## config.mk

```make
export PLATFORM = sky130hd
export DESIGN_NAME = sdram_burst_sched
export DESIGN_NICKNAME = d
export VERILOG_FILES = /design/src/rtl/sdram_burst_sched.sv
export SDC_FILE = /design/constraint.sdc
export NUM_CORES = 1
export LEC_CHECK = 0
export CAP_MARGIN = 20
export CORE_ASPECT_RATIO = 1.5
export CORE_MARGIN = 2
export CORE_UTILIZATION = 45
export DETAILED_ROUTE_END_ITERATION = 8
export HOLD_SLACK_MARGIN = 0.06
export PLACE_DENSITY = 0.85
export SYNTH_ARGS = -nofsm -noshare
export SYNTH_HDL_FRONTEND = slang
export SYNTH_SLANG_ARGS = --single-unit
```

## constraint.sdc

```tcl
create_clock -name clk -period 3.5 [get_ports clk]
set_input_delay 0.7 -clock clk [delete_from_list [all_inputs] [get_ports clk]]
set_output_delay 0.7 -clock clk [all_outputs]
set_load 0.03 [all_outputs]
```

## src/rtl/sdram_burst_sched.sv

```systemverilog
// sdram_burst_sched
//   Burst request scheduler in front of the SDRAM controller. It watches the
//   camera write-FIFO and display read-FIFO fill levels and requests one
//   fixed-length burst at a time. It also keeps the burst base addresses, with
//   two frame banks used ping-pong style so that the display always reads the
//   last frame that was completely written.
//
// Handshake: wr_sdram_req / rd_sdram_req is a level that rises the cycle
//   after the scheduler decides to start a burst. It stays high, with its
//   address held constant, until the controller returns a 1-cycle ack. The
//   request drops on the same clock edge that samples the ack. Only one
//   request is ever high. An ack for the type that is not active is ignored.
//
// Ports
//   clk, rst        clock, asynchronous active-high reset
//   init_done       controller ready; no new bursts are started while low
//   wr_fifo_usedw   camera write-FIFO fill level
//   rd_fifo_usedw   display read-FIFO fill level
//   wr_frame_start  camera vsync pulse: restart write pointer, swap bank
//   rd_frame_start  display vsync pulse: restart read pointer on done bank
//   wr_sdram_ack    write burst finished (1-cycle pulse)
//   rd_sdram_ack    read burst finished (1-cycle pulse)
//   wr_sdram_req    write burst request
//   rd_sdram_req    read burst request
//   wr_addr         {wr_bank, wr_ptr} write burst base address
//   rd_addr         {rd_bank, rd_ptr} read burst base address
//   state_dbg       current FSM state (IDLE=0, WR=1, RD=2, GAP=3)
module sdram_burst_sched #(
  parameter int BURST_LEN   = 512,
  parameter int FRAME_WORDS = 307200,
  parameter int PTR_W       = 19,
  parameter int FIFO_AW     = 10,
  parameter int RD_LOW      = 256
) (
  input  logic               clk,
  input  logic               rst,
  input  logic               init_done,
  input  logic [FIFO_AW-1:0] wr_fifo_usedw,
  input  logic [FIFO_AW-1:0] rd_fifo_usedw,
  input  logic               wr_frame_start,
  input  logic               rd_frame_start,
  input  logic               wr_sdram_ack,
  input  logic               rd_sdram_ack,
  output logic               wr_sdram_req,
  output logic               rd_sdram_req,
  output logic [PTR_W:0]     wr_addr,
  output logic [PTR_W:0]     rd_addr,
  output logic [1:0]         state_dbg
);

  typedef enum logic [1:0] {
    S_IDLE = 2'd0,
    S_WR   = 2'd1,
    S_RD   = 2'd2,
    S_GAP  = 2'd3
  } state_t;

  localparam logic [PTR_W-1:0] BURST_STEP = PTR_W'(BURST_LEN);
  localparam logic [PTR_W-1:0] LAST_BURST = PTR_W'(FRAME_WORDS - BURST_LEN);

  state_t           state, state_nxt;
  logic             gap_cnt;
  logic             last_wr;
  logic [PTR_W-1:0] wr_ptr, rd_ptr;
  logic             wr_bank, rd_bank, done_bank;
  logic             wr_pend, rd_pend;
  logic             wr_need, rd_need;
  logic             wr_done, rd_done;
  logic [PTR_W-1:0] wr_ptr_inc, rd_ptr_inc;

  assign wr_need = 32'(wr_fifo_usedw) >= BURST_LEN;
  assign rd_need = 32'(rd_fifo_usedw) < RD_LOW;

  // A burst completes only on the ack that matches the active request.
  assign wr_done = wr_sdram_req && wr_sdram_ack;
  assign rd_done = rd_sdram_req && rd_sdram_ack;

  // The pointers wrap inside their own bank, so a missing vsync cannot make
  // a burst overrun into the other frame buffer.
  assign wr_ptr_inc = (wr_ptr == LAST_BURST) ? '0 : wr_ptr + BURST_STEP;
  assign rd_ptr_inc = (rd_ptr == LAST_BURST) ? '0 : rd_ptr + BURST_STEP;

  assign wr_addr   = {wr_bank, wr_ptr};
  assign rd_addr   = {rd_bank, rd_ptr};
  assign state_dbg = state;

  always_comb begin
    state_nxt = state;
    case (state)
      S_IDLE: begin
        if (init_done) begin
          if (wr_need && rd_need) state_nxt = last_wr ? S_RD : S_WR;
          else if (wr_need)       state_nxt = S_WR;
          else if (rd_need)       state_nxt = S_RD;
        end
      end
      S_WR:    if (wr_sdram_ack) state_nxt = S_GAP;
      S_RD:    if (rd_sdram_ack) state_nxt = S_GAP;
      S_GAP:   if (gap_cnt)      state_nxt = S_IDLE;
      default: state_nxt = S_IDLE;
    endcase
  end

  always_ff @(posedge clk or posedge rst) begin
    if (rst) begin
      state        <= S_IDLE;
      gap_cnt      <= 1'b0;
      wr_sdram_req <= 1'b0;
      rd_sdram_req <= 1'b0;
    end else begin
      state        <= state_nxt;
      gap_cnt      <= (state == S_GAP) && !gap_cnt;
      wr_sdram_req <= (state_nxt == S_WR);
      rd_sdram_req <= (state_nxt == S_RD);
    end
  end

  // While a request is high its address must not move. A vsync seen then is
  // remembered and applied on the ack edge, where it overrides the increment.
  always_ff @(posedge clk or posedge rst) begin
    if (rst) begin
      wr_ptr    <= '0;
      rd_ptr    <= '0;
      wr_bank   <= 1'b0;
      rd_bank   <= 1'b1;
      done_bank <= 1'b1;
      wr_pend   <= 1'b0;
      rd_pend   <= 1'b0;
      last_wr   <= 1'b0;
    end else begin
      if (wr_done) begin
        wr_pend <= 1'b0;
        last_wr <= 1'b1;
        if (wr_pend || wr_frame_start) begin
          wr_ptr    <= '0;
          wr_bank   <= ~wr_bank;
          done_bank <= wr_bank;
        end else begin
          wr_ptr <= wr_ptr_inc;
        end
      end else if (wr_frame_start) begin
        if (wr_sdram_req) begin
          wr_pend <= 1'b1;
        end else begin
          wr_ptr    <= '0;
          wr_bank   <= ~wr_bank;
          done_bank <= wr_bank;
        end
      end

      // done_bank is read before any same-edge update from the write side.
      if (rd_done) begin
        rd_pend <= 1'b0;
        last_wr <= 1'b0;
        if (rd_pend || rd_frame_start) begin
          rd_ptr  <= '0;
          rd_bank <= done_bank;
        end else begin
          rd_ptr <= rd_ptr_inc;
        end
      end else if (rd_frame_start) begin
        if (rd_sdram_req) begin
          rd_pend <= 1'b1;
        end else begin
          rd_ptr  <= '0;
          rd_bank <= done_bank;
        end
      end
    end
  end

endmodule

```

; ---- After elaboration in Yosys (flattened, before gate mapping)
; Index checks and enable logic that the tools add are counted.
[op_classes]
n_bitwise = 1
add_sub_neg = 2
n_lt_le_gt_ge = 2
eq_ne = 11
n_reduce_logical = 19
n_mux = 39
[op_table]
columns = operator, count
row1 = two-way mux 19 bit, 10
row2 = adder 19 x 10 -> 19 bit (second input constant), 2
row3 = equality test 19 bit (second input constant), 2
row4 = two-way mux 1 bit, 20
row5 = two-way mux 2 bit, 8
row6 = greater-or-equal comparator 10 bit (second input constant), 1
row7 = < comparator 10 x 9 -> 1 bit (second input constant), 1
row8 = nonzero test 2 bit, 5
row9 = != test 2 x 1 -> 1 bit (second input constant), 4
row10 = one-hot mux 2 bit (4 select lines), 1
row11 = AND reduction 2 bit, 4
row12 = equality test 2 bit (second input constant), 3
row13 = AND reduction 3 bit, 2
row14 = equality test 2 x 1 -> 1 bit (second input constant), 2
row15 = logical AND 1 bit, 4
row16 = logical NOT 2 bit, 1
row17 = logical OR 1 bit, 2
row18 = logical NOT 1 bit, 1
row19 = NOT 1 bit, 1
[totals]
regBits = 49
in_bits = 27
output_inout_bits = 44
elab_cells = 86

; ---- Logic depth before layout (Yosys ltp)
; Gate-level depths: netlist of run 1.
[logic_depth]
ltp_word = 7
depth_mapped = 5
ltp_nobuf = 5

; ---- Least setup slack after synthesis of run 1
; Ideal clock, no wire load.
[synth_timing]
path_kind = flip-flop to flip-flop
start = register wr_sdram_req
end = register wr_ptr[10]
stages_incl_launch_ff = 6
setup_time_ps = 126
slack_ps = 1943
synth_period_minus_slack_ps = 1557
required_ps = 3374
arrival_ps = 1432
path_buffers = 1
cell_sequence = dfrtp_1 buf_4 mux2_4 nand4_1 o21bai_4 nor2_1
[synth_via]
elab_chain_len = 3
elab_cells_between_ends = 5
cone_classes = eq/ne (1) / mux (1) / reduce/logical (3)
[synth_lines]
columns = item, line
row1 = start: declaration, 44  ; output logic wr_sdram_req,
row2 = start signal: assignment, 113  ; wr_sdram_req <= (state_nxt == S_WR);
row3 = logical AND 1 bit, 75  ; assign wr_done = wr_sdram_req && wr_sdram_ack;
row4 = != test 2 x 1 -> 1 bit (no source line) or nonzero test 2 bit (tied branches), --
row5 = AND reduction 2 bit (no source line), --
row6 = end signal: assignment, 139  ; wr_ptr <= wr_ptr_inc;
row7 = end: declaration, 64  ; logic [PTR_W-1:0] wr_ptr, rd_ptr;
; Several ways; a longest one is shown, not always the timed one.
; A chain may end at the register's enable or synchronous reset.

; ---- Worst setup path after layout of run 1
[layout_timing]
start = register rd_bank
end = output rd_addr[19]
[layout_rtl]
columns = item, line
row1 = start: declaration, 65  ; logic wr_bank, rd_bank, done_bank;
row2 = start signal: assignment, 157  ; rd_bank <= done_bank;
row3 = start signal: assignment, 166  ; rd_bank <= done_bank;
row4 = end: declaration, 47  ; output logic [PTR_W:0] rd_addr,
; No word-level cell between the ends.

==> results of run 1 <==
==> area by class of cell <==
class / instances / area, um2
Clock buffer: 7 / 86.3
Tap cell: 43 / 53.8
Timing Repair Buffer: 36 / 358
Inverter: 4 / 15.0
Multi-Input combinational cell: 126 / 763
Fill cell: 336 / 1520
Sequential cell: 31 / 778
Clock inverter: 1 / 5.00
==> sequential cells by signal, indices dropped and copies added, names as in the netlist <==
name / flops
rd_pend: 1
wr_pend: 1
wr_sdram_req: 1
last_wr: 1
wr_ptr: 10
rd_bank: 1
wr_bank: 1
rd_sdram_req: 1
done_bank: 1
gap_cnt: 1
rd_ptr: 10
state_dbg: 2
==> layout by cell type (no fill, tap or decap), types with 2 or more instances in the layout <==
cell type and instances:
clkdlybuf4s50_1 35, dfrtp_1 29, nor2_1 20, conb_1 18, xor2_1 14, a21oi_1 10, nand2_1 9, nand4_1 9
nand3_1 7, clkbuf_8 6, nor3_1 5, o21ai_0 5, inv_1 4, and4_1 3, mux2_2 3, mux2i_1 2
a311oi_1 2, xnor2_1 2, and2_1 2, ha_1 2, dfstp_2 2
==> worst min-delay path by stage <==
stage                            startpoint           endpoint  cells past startpoint
after global routing      gap_cnt$_DFF_PP0_  gap_cnt$_DFF_PP0_                      1
after floorplan           gap_cnt$_DFF_PP0_  gap_cnt$_DFF_PP0_                      1
after global placement    gap_cnt$_DFF_PP0_  gap_cnt$_DFF_PP0_                      1
after detailed placement  gap_cnt$_DFF_PP0_  gap_cnt$_DFF_PP0_                      1
after CTS                 gap_cnt$_DFF_PP0_  gap_cnt$_DFF_PP0_                      1
final                     gap_cnt$_DFF_PP0_  gap_cnt$_DFF_PP0_                      1
==> per-stage QoR <==
step	power, mW	hold WS (ps)
after floorplan	0.791	424
after global placement	0.882	448
after detailed placement	0.894	443
after CTS	1.18	451
after global routing	1.24	468
final	1.16	445
==> metal layers <==
layer / routed length, um / vias up
met5: 0 / -
met2: 1630 / 45
met1: 1160 / 633
met4: 29 / 0
li1: - / 617
met3: 154 / 2
==> power breakdown <==
group | internal (mW) | total, mW | switching (mW) | leakage, nW
combinational | 0.152 | 0.367 | 0.215 | 0.445
clock | 0.158 | 0.277 | 0.119 | 0.0482
sequential | 0.436 | 0.518 | 0.0818 | 0.407
total | 0.747 | 1.16 | 0.416 | 0.900
==> kinds of logic (layout without fill, tap and decap cells) <==
kind of cell	count (synthesis)	count (layout)	share of synthesized area, %
buf+inv	25	48	10.5
simple gates	64	64	20.2
xor+xnor	16	16	8.49
mux	6	6	4.17
compound gates	20	20	7.81
flops	31	31	47.2
fa+ha+maj	2	2	1.52
other cells	1	18	0.227
==> key figures, run 1 <==
Route
  • DR pass1 iterations: 6
  • WL/cell: 12.0 um
  • Vias: 1297
  • ANT nets after route: 0
  • Detailed router's first-iteration violation count: 19
  • Post-route DRC: 0
  • Vias per cell: 5.23
  • Final wirelength: 2980 um

GRT
  • Met1 global-route usage: 19.5%
  • Met2 Use GR: 27.0%
  • M3 GR Usage: 3.99%
  • GR peak layer: met2
  • Vias in the first global route: 1172
  • Largest net degree at the start of global routing: 32
  • GRT overflow: 0
  • Antenna violations before repair: 0
  • Global Route Usage Sum: 16.3%
  • First-pass GRT wire length: 5130 um

Synthesis
  • Top FF cell, synth: dfrtp_1
  • Largest area contributor in the synthesized netlist: dfrtp_1
  • Synth warn: 0
  • Synth top area cells: dfrtp_1 44%, buf_4 9.6%, xor2_1 7.4%
  • Avg Synthesized Cell Area: 10.0 um2
  • Register area share after synthesis: 47.2%
  • Netlist cell types: 33
  • Cell Area, Synth: 1650 um2
  • Post-synth EDFFs: 0
  • Cell with the most instances after synthesis: dfrtp_1
  • Mapped Cells: 165
  • Synth top area share: 44.0%
  • Ys async rst share: 100%
  • #FFs+latches synth: 31
  • Post-synth top cells: 29 x dfrtp_1, 21 x buf_4, 20 x nor2_1, 14 x xor2_1, 10 x a21oi_1

STA
  • Skew final: 6.54 ps
  • Fin crit period: 2180 ps
  • Final hold violation count: 0
  • RSZ-0062 raised after global routing: false
  • Final Cycle Share: 62.2%
  • Final setup fails: 0
  • Final worst slack: 1320 ps
  • Slew HR: 63.0%
  • Slew Limit Fails: 0
  • Setup TNS Final: 0 ps
  • FMAX: 459 MHz
  • Slew of the pin with the lowest slew margin: 539 ps

Cells and area
  • Fin cells: 248
  • Share of cells above drive strength 1: 8.29%
  • Fin area: 2060 um2
  • Final Util: 57.5%
  • Area delta synth->final: 24.8%
  • # diodes: 0
  • Final #Nets: 233

Clock tree
  • CTS tree: built
  • Clock-pin slew on the worst setup and hold paths: 60 ps
  • H-tree depth: 2
  • Root buffer cell: clkbuf_8
  • Clock sink count: 31
  • Inserted Clock Buffers: 5
  • Postcts setup bufs: 0
  • Hold Buf Count CTS: 0
  • Worst skew pair latency: 270 ps
  • Post-cts sizing count: 0
  • CTS Buffer Depth: 2

Power and ir drop
  • Cell Pwr Density: 564 nW/um2
  • Max VDD drop: 0.000471 V
  • Leakage power: 0.900 nW

Worst setup path
  • Reg2Reg Depth: 4
  • CP required: 2800 ps
  • Setup CP Type: flop to output pin
  • Family with the most delay on the worst path: buffers and inverters
  • RR Endpoint: rd_ptr[17]$_DFFE_PP0P_
  • Crit-path max cell delay: 670 ps
  • Critical path depth: 1
  • Reg-to-Reg Start: rd_ptr[16]$_DFFE_PP0P_
  • Crit path from: rd_bank$_DFFE_PP1P_
  • Setup crit end kind: output pin
  • Buffers & Inverters on Critical Path: 1
  • Worst-case register-to-register setup slack: 1860 ps
  • Critical Path AT: 1480 ps
  • CP max stage cell: clkdlybuf4s50_1
  • Maximum fanout along the worst path: 2
  • Startpoint Class: flop
  • Crit-path cells: clkdlybuf4s50_1
  • CP endpoint: rd_addr[19]

Die
  • Boundary Pins: 71
  • Die area: 4180 um2
  • Die height: 78.2 um
  • Core Box Area: 3580 um2
  • Rows: 27
  • Initial Utilization: 46.1%
  • Die Wd: 53.4 um

Worst hold path
  • Hold Crit Class: flop to flop

Placed design
  • DPL Wire Length: 2200 um
  • Placed cell area: 1970 um2
  • Port Buffers: 35
  • Pre-CTS WS: 1250 ps
  • Final GP Congestion: 0.843
  • Placed Cells: 240

Flow run
  • Max-cap violations: 0

Status
  • Outcome: finished, final reports clean
(Power assumes the default switching activity.)
==> inputs of run 2 (changes only) <==
Settings changed: CORE_UTILIZATION 45 to 38, PLACE_DENSITY 0.85 to 0.76.
Clock period 3.5 ns to 1.9 ns, I/O delays scaled along.
==> key figures, run 2 (synthesis results as in run 1) <==
Worst setup path
  • Crit-path max cell delay: 660 ps (about the same)
  • Reg2Reg Depth: 4 (unchanged)
  • Buffers & Inverters on Critical Path: 1 (unchanged)
  • Startpoint Class: flop
  • Setup crit end kind: output pin
  • RR Endpoint: rd_ptr[16]$_DFFE_PP0P_
  • CP max stage cell: clkdlybuf4s50_1
  • Maximum fanout along the worst path: 2 (unchanged)
  • Worst-case register-to-register setup slack: 230 ps (-1630 ps)
  • Crit path from: rd_bank$_DFFE_PP1P_
  • Crit-path cells: clkdlybuf4s50_1
  • Setup CP Type: flop to output pin
  • Reg-to-Reg Start: rd_ptr[16]$_DFFE_PP0P_
  • Critical Path AT: 1470 ps (about the same)
  • Family with the most delay on the worst path: buffers and inverters
  • Critical path depth: 1 (unchanged)
  • CP required: 1520 ps (-1280 ps)
  • CP endpoint: rd_addr[19]

Die
  • Core Box Area: 4210 um2 (+18%)
  • Die height: 84.7 um (+8.4%)
  • Die area: 4900 um2 (+17%)
  • Initial Utilization: 39.2% (-6.9 points)
  • Die Wd: 57.8 um (+8.2%)
  • Boundary Pins: 71 (unchanged)
  • Rows: 29 (+7.4%)

GRT
  • First-pass GRT wire length: 5400 um (+5.1%)
  • Largest net degree at the start of global routing: 32 (unchanged)
  • Antenna violations before repair: 0 (unchanged)
  • GRT overflow: 0 (unchanged)
  • Vias in the first global route: 1172 (unchanged)
  • Global Route Usage Sum: 14.5% (-1.8 points)

Route
  • Vias per cell: 5.03 (-3.8%)
  • WL met2: 1650 um (+1.3%)
  • Detailed router's first-iteration violation count: 15 (-4)
  • Vias: 1283 (-1.1%)
  • Post-route DRC: 0 (unchanged)
  • Max Used Layer: met4
  • WL met3: 182 um (+18%)
  • Final wirelength: 3200 um (+7.5%)
  • ANT nets after route: 0 (unchanged)
  • WL met1: 1300 um (+12%)
  • DR pass1 iterations: 4 (-2)
  • WL/cell: 12.5 um (+4.6%)

Placed design
  • Final GP Congestion: 0.803 (-4.7%)
  • DPL Wire Length: 2310 um (+5.0%)
  • Port Buffers: 35 (unchanged)
  • Placed Cells: 247 (+2.9%)
  • Pre-CTS WS: -5.73 ps (-1250 ps)

STA
  • RSZ-0062 raised after global routing: false
  • FMAX: 539 MHz
  • Slew Limit Fails: 0 (unchanged)
  • Fin crit period: 1850 ps
  • Skew final: 6.95 ps (+0.411 ps)
  • Final Cycle Share: 97.6%
  • Slew HR: 62.2% (-0.86 points)
  • Final hold violation count: 0 (unchanged)
  • Final worst slack: 45.6 ps (-1280 ps)
  • Final setup fails: 0 (unchanged)
  • Slew of the pin with the lowest slew margin: 552 ps (+12.5 ps)

Flow run
  • Max-cap violations: 0 (unchanged)

Cells and area
  • Final #Nets: 237 (+1.7%)
  • Most common cell after layout, fill and taps aside: clkdlybuf4s50_1
  • Commonest cells after routing, fill and taps aside: 32 x clkdlybuf4s50_1, 29 x dfrtp_1, 20 x nor2_1, 18 x conb_1, 14 x xor2_1
  • FF+latch area: 778 um2 (unchanged)
  • Multi-input gate area: 763 um2 (unchanged)
  • Fillers: 408 (+21%)
  • Area delta synth->final: 28.9%
  • # diodes: 0 (unchanged)
  • Share of cells above drive strength 1: 10.5% (+2.2 points)
  • Fin cells: 255 (+2.8%)

Clock tree
  • Inserted Clock Buffers: 5 (unchanged)
  • CTS Buffer Depth: 2 (unchanged)
  • H-tree depth: 2 (unchanged)
  • Clock-pin slew on the worst setup and hold paths: 70 ps (about the same)
  • Clock sink count: 31 (unchanged)
  • Worst skew pair latency: 290 ps (+20 ps)
  • Hold Buf Count CTS: 0 (unchanged)
  • CTS tree: built
  • Root buffer cell: clkbuf_8

Status
  • Outcome: finished, final reports clean

Power and ir drop
  • Cell Pwr Density: 1090 nW/um2 (+93%)
  • Max VDD drop: 0.000687 V (+46%)
  • Leakage power: 0.981 nW (+9.0%)

Worst hold path
  • Hold Crit Class: primary input to asynchronous set/reset pin
run 2: cell types whose count changed in the layout (fill, tap and decap cells not counted):
cell             before  now
buf_4                 1    5
dlymetal6s2s_1        0    3
clkdlybuf4s50_1      35   32
clkbuf_1              1    0
bufinv_16             0    1
run 2: area by class of cell:
class,instances,share of cell area [%]
clock inverter,2,1.65
sequential,31,36.6
tap,46,2.71
multi-input combinational,126,35.9
clock buffer,6,3.88
inverter,4,0.706
timing repair buffer,40,18.6
run 2: repair_timing:
action | 4_1_cts | 5_1_grt
buffers inserted | 0 | 0
setup endpoints to repair | 0 | 3
resized for setup | 0 | 3
run 2: per-layer routing:
| layer | track usage (%) | up-vias |
|---|---|---|
| li1 | - | 631 |
| met1 | 17.2 | 601 |
| met2 | 22.8 | 45 |
| met3 | 5.08 | 6 |
| met4 | 7.61 | 0 |
| met5 | 0 | - |
run 2: where the power goes:
part / internal, mW / switching (mW) / leakage (nW)
Combinational: 0.286 / 0.397 / 0.513
Clock: 0.424 / 0.255 / 0.0612
Sequential: 0.802 / 0.148 / 0.407
run 2: worst min path at each step:
stage	startpoint	endpoint	slack (ps)
2_1_floorplan	gap_cnt$_DFF_PP0_	gap_cnt$_DFF_PP0_	420
3_3_place_gp	gap_cnt$_DFF_PP0_	gap_cnt$_DFF_PP0_	450
3_5_place_dp	gap_cnt$_DFF_PP0_	gap_cnt$_DFF_PP0_	460
4_1_cts	gap_cnt$_DFF_PP0_	gap_cnt$_DFF_PP0_	470
5_1_grt	gap_cnt$_DFF_PP0_	gap_cnt$_DFF_PP0_	490
6_report	rst	wr_ptr[11]$_DFFE_PP0P_	470
run 2: metrics by stage:
stage | TNS, ps | total power, mW | hold slack [ps] | utilization, % | cell area (um2)
6_report | 0 | 2.31 | 469 | 50.5 | 2130
5_1_grt | 0 | 2.45 | 493 | 50.5 | 2130
4_1_cts | 0 | 2.35 | 470 | 50.4 | 2120
3_5_place_dp | -9.83 | 1.66 | 460 | 47.6 | 2000
3_3_place_gp | 0 | 1.64 | 451 | 47.6 | 2000
2_1_floorplan | 0 | 1.46 | 424 | - | 1710
==> inputs of run 3 (changes only) <==
Settings changed: CORE_MARGIN 2 to not set.
==> key figures, run 3 (synthesis results as in run 1) <==
Worst setup path
  • Critical Path AT: 1460 ps (about the same)
  • CP max stage cell: clkdlybuf4s50_1
  • Family with the most delay on the worst path: buffers and inverters
  • Startpoint Class: flop
  • Setup crit end kind: output pin
  • Crit-path max cell delay: 730 ps (+70 ps)
  • Setup CP Type: flop to output pin
  • Crit-path cells: clkdlybuf4s50_1
  • CP required: 1520 ps (about the same)
  • Maximum fanout along the worst path: 7 (+5)
  • Buffers & Inverters on Critical Path: 1 (unchanged)

Power and ir drop
  • Sw Ratio: 36.1% (+1.5 points)
  • Leakage power: 0.938 nW (-4.4%)
  • Switch Pwr: 775 uW (-3.2%)
  • Max VDD drop: 0.000740 V (+7.8%)
  • Combinational share of power: 31.8% (+2.3 points)
  • Flop pwr share: 44.3% (+3.2 points)
  • Cell Pwr Density: 1020 nW/um2 (-5.7%)
  • Clock share of power: 23.9% (-5.4 points)
  • Cell Int Power: 1.37 mW (-9.3%)

Placed design
  • Final GP Congestion: 0.783 (-2.6%)
  • Pre-CTS WS: 38.3 ps (+44.1 ps)
  • DPL Wire Length: 2230 um (-3.7%)
  • Port Buffers: 35 (unchanged)
  • Placed cell area: 2000 um2 (unchanged)

GRT
  • Largest net degree at the start of global routing: 32 (unchanged)
  • First-pass GRT wire length: 5220 um (-3.2%)
  • M3 GR Usage: 3.43% (-1.7 points)
  • GR peak layer: met2
  • Vias in the first global route: 1185 (+1.1%)
  • Antenna violations before repair: 0 (unchanged)
  • Met2 Use GR: 25.4% (+2.6 points)
  • Global Route Usage Sum: 14.8% (+0.23 points)
  • GRT overflow: 0 (unchanged)
  • Met1 global-route usage: 17.7% (+0.56 points)

Route
  • Final wirelength: 3100 um (-3.1%)
  • Vias: 1276 (-0.55%)
  • Vias per cell: 5.02 (-0.15%)
  • Detailed router's first-iteration violation count: 61 (+46)
  • Post-route DRC: 0 (unchanged)
  • ANT nets after route: 0 (unchanged)
  • DR pass1 iterations: 4 (unchanged)
  • WL/cell: 12.2 um (-2.7%)

Clock tree
  • Worst skew pair latency: 280 ps (about the same)
  • Root buffer cell: clkbuf_8
  • Hold Buf Count CTS: 0 (unchanged)
  • Clock-pin slew on the worst setup and hold paths: 60 ps (about the same)
  • CTS Buffer Depth: 2 (unchanged)
  • Clock sink count: 31 (unchanged)
  • CTS tree: built
  • H-tree depth: 2 (unchanged)
  • Inserted Clock Buffers: 5 (unchanged)

STA
  • Final Cycle Share: 97.1% (-0.51 points)
  • Setup TNS Final: 0 ps (unchanged)
  • FMAX: 542 MHz (+0.52%)
  • Final hold violation count: 0 (unchanged)
  • Final setup fails: 0 (unchanged)
  • Final worst slack: 55.2 ps (+9.64 ps)
  • Skew final: 7.23 ps (+0.278 ps)
  • Slew of the pin with the lowest slew margin: 548 ps (-3.40 ps)
  • Slew HR: 62.4% (+0.23 points)
  • Slew Limit Fails: 0 (unchanged)
  • Fin crit period: 1840 ps (-9.64 ps)
  • RSZ-0062 raised after global routing: false
  • Hold Slack: 444 ps (-24.9 ps)

Cells and area
  • Fin area: 2090 um2 (-1.5%)
  • Area delta synth->final: 26.9%
  • Share of cells above drive strength 1: 10.1% (-0.43 points)
  • Final Util: 49.8% (-0.77 points)
  • Fillers: 407 (-0.25%)
  • Commonest cells after routing, fill and taps aside: 33 x clkdlybuf4s50_1, 29 x dfrtp_1, 20 x nor2_1, 18 x conb_1, 14 x xor2_1
  • Final #Nets: 237 (unchanged)
  • Most common cell after layout, fill and taps aside: clkdlybuf4s50_1
  • # diodes: 0 (unchanged)

Die
  • Die Wd: 55.8 um (-3.5%)
  • Die area: 4620 um2 (-5.7%)
  • Rows: 29 (unchanged)
  • Core Box Area: 4210 um2 (unchanged)
  • Boundary Pins: 71 (unchanged)
  • Die height: 82.7 um (-2.4%)
  • Initial Utilization: 39.2% (unchanged)

Worst hold path
  • Hold Crit Class: flop to flop

Status
  • Outcome: finished, final reports clean

Flow run
  • Max-cap violations: 0 (unchanged)
## run 3: cell count changes in the layout (fill, tap and decap cells not counted)
cell and delta:
clkdlybuf4s50_1 +1, bufinv_16 -1, dlymetal6s2s_1 -1
## run 3: final cells by class
cell class | instances | area (um2) | area share [%]
well taps | 46 | 57.6 | 2.75
clock inverters | 1 | 5.00 | 0.239
inverters | 4 | 15.0 | 0.717
flip-flops and latches | 31 | 778 | 37.2
multi-input cells | 126 | 763 | 36.4
clock buffers | 6 | 82.6 | 3.94
repair buffers | 40 | 393 | 18.8
## run 3: per-layer routing
| metal | share of wire, % | routed length, um | vias up |
|---|---|---|---|
| met5 | 0 | 0 | - |
| met4 | 1.4 | 42 | 0 |
| met3 | 4.2 | 130 | 5 |
| met2 | 53 | 1660 | 45 |
| met1 | 41 | 1270 | 602 |
| li1 | - | - | 624 |
## run 3: worst paths after layout
check	slack (ps)	cells past startpoint	end	startpoint
setup / recovery	60	1	rd_sdram_req	rd_sdram_req$_DFF_PP0_
hold / removal	440	1	gap_cnt$_DFF_PP0_	gap_cnt$_DFF_PP0_
setup reg to reg	240	4	rd_ptr[17]$_DFFE_PP0P_	rd_ptr[16]$_DFFE_PP0P_
hold reg to reg	440	1	gap_cnt$_DFF_PP0_	gap_cnt$_DFF_PP0_
max in group asynchronous	1100	3	done_bank$_DFFE_PP1P_	rst
min in group asynchronous	470	3	wr_ptr[10]$_DFFE_PP0P_	rst
## run 3: power by group through the flow
stage          Sequential (mW)  Combinational, mW  Clock [mW]
6_report                 0.952              0.682       0.513
4_1_cts                  0.954              0.692       0.531
3_5_place_dp             0.964              0.689           0
5_1_grt                  0.975              0.745       0.565
2_1_floorplan             1.01              0.446           0
3_3_place_gp             0.961              0.680           0
## run 3: stage by stage
step / cells / total power, mW
after floorplan: 182 / 1.46
after global placement: 247 / 1.64
after detailed placement: 247 / 1.65
after CTS: 254 / 2.18
after global routing: 254 / 2.28
final: 254 / 2.15
## run 3: repair_timing
| action | CTS | global route |
|---|---|---|
| setup endpoints to repair | 0 | 2 |
| gates resized for setup | 0 | 2 |
| buffers inserted | 0 | 0 |
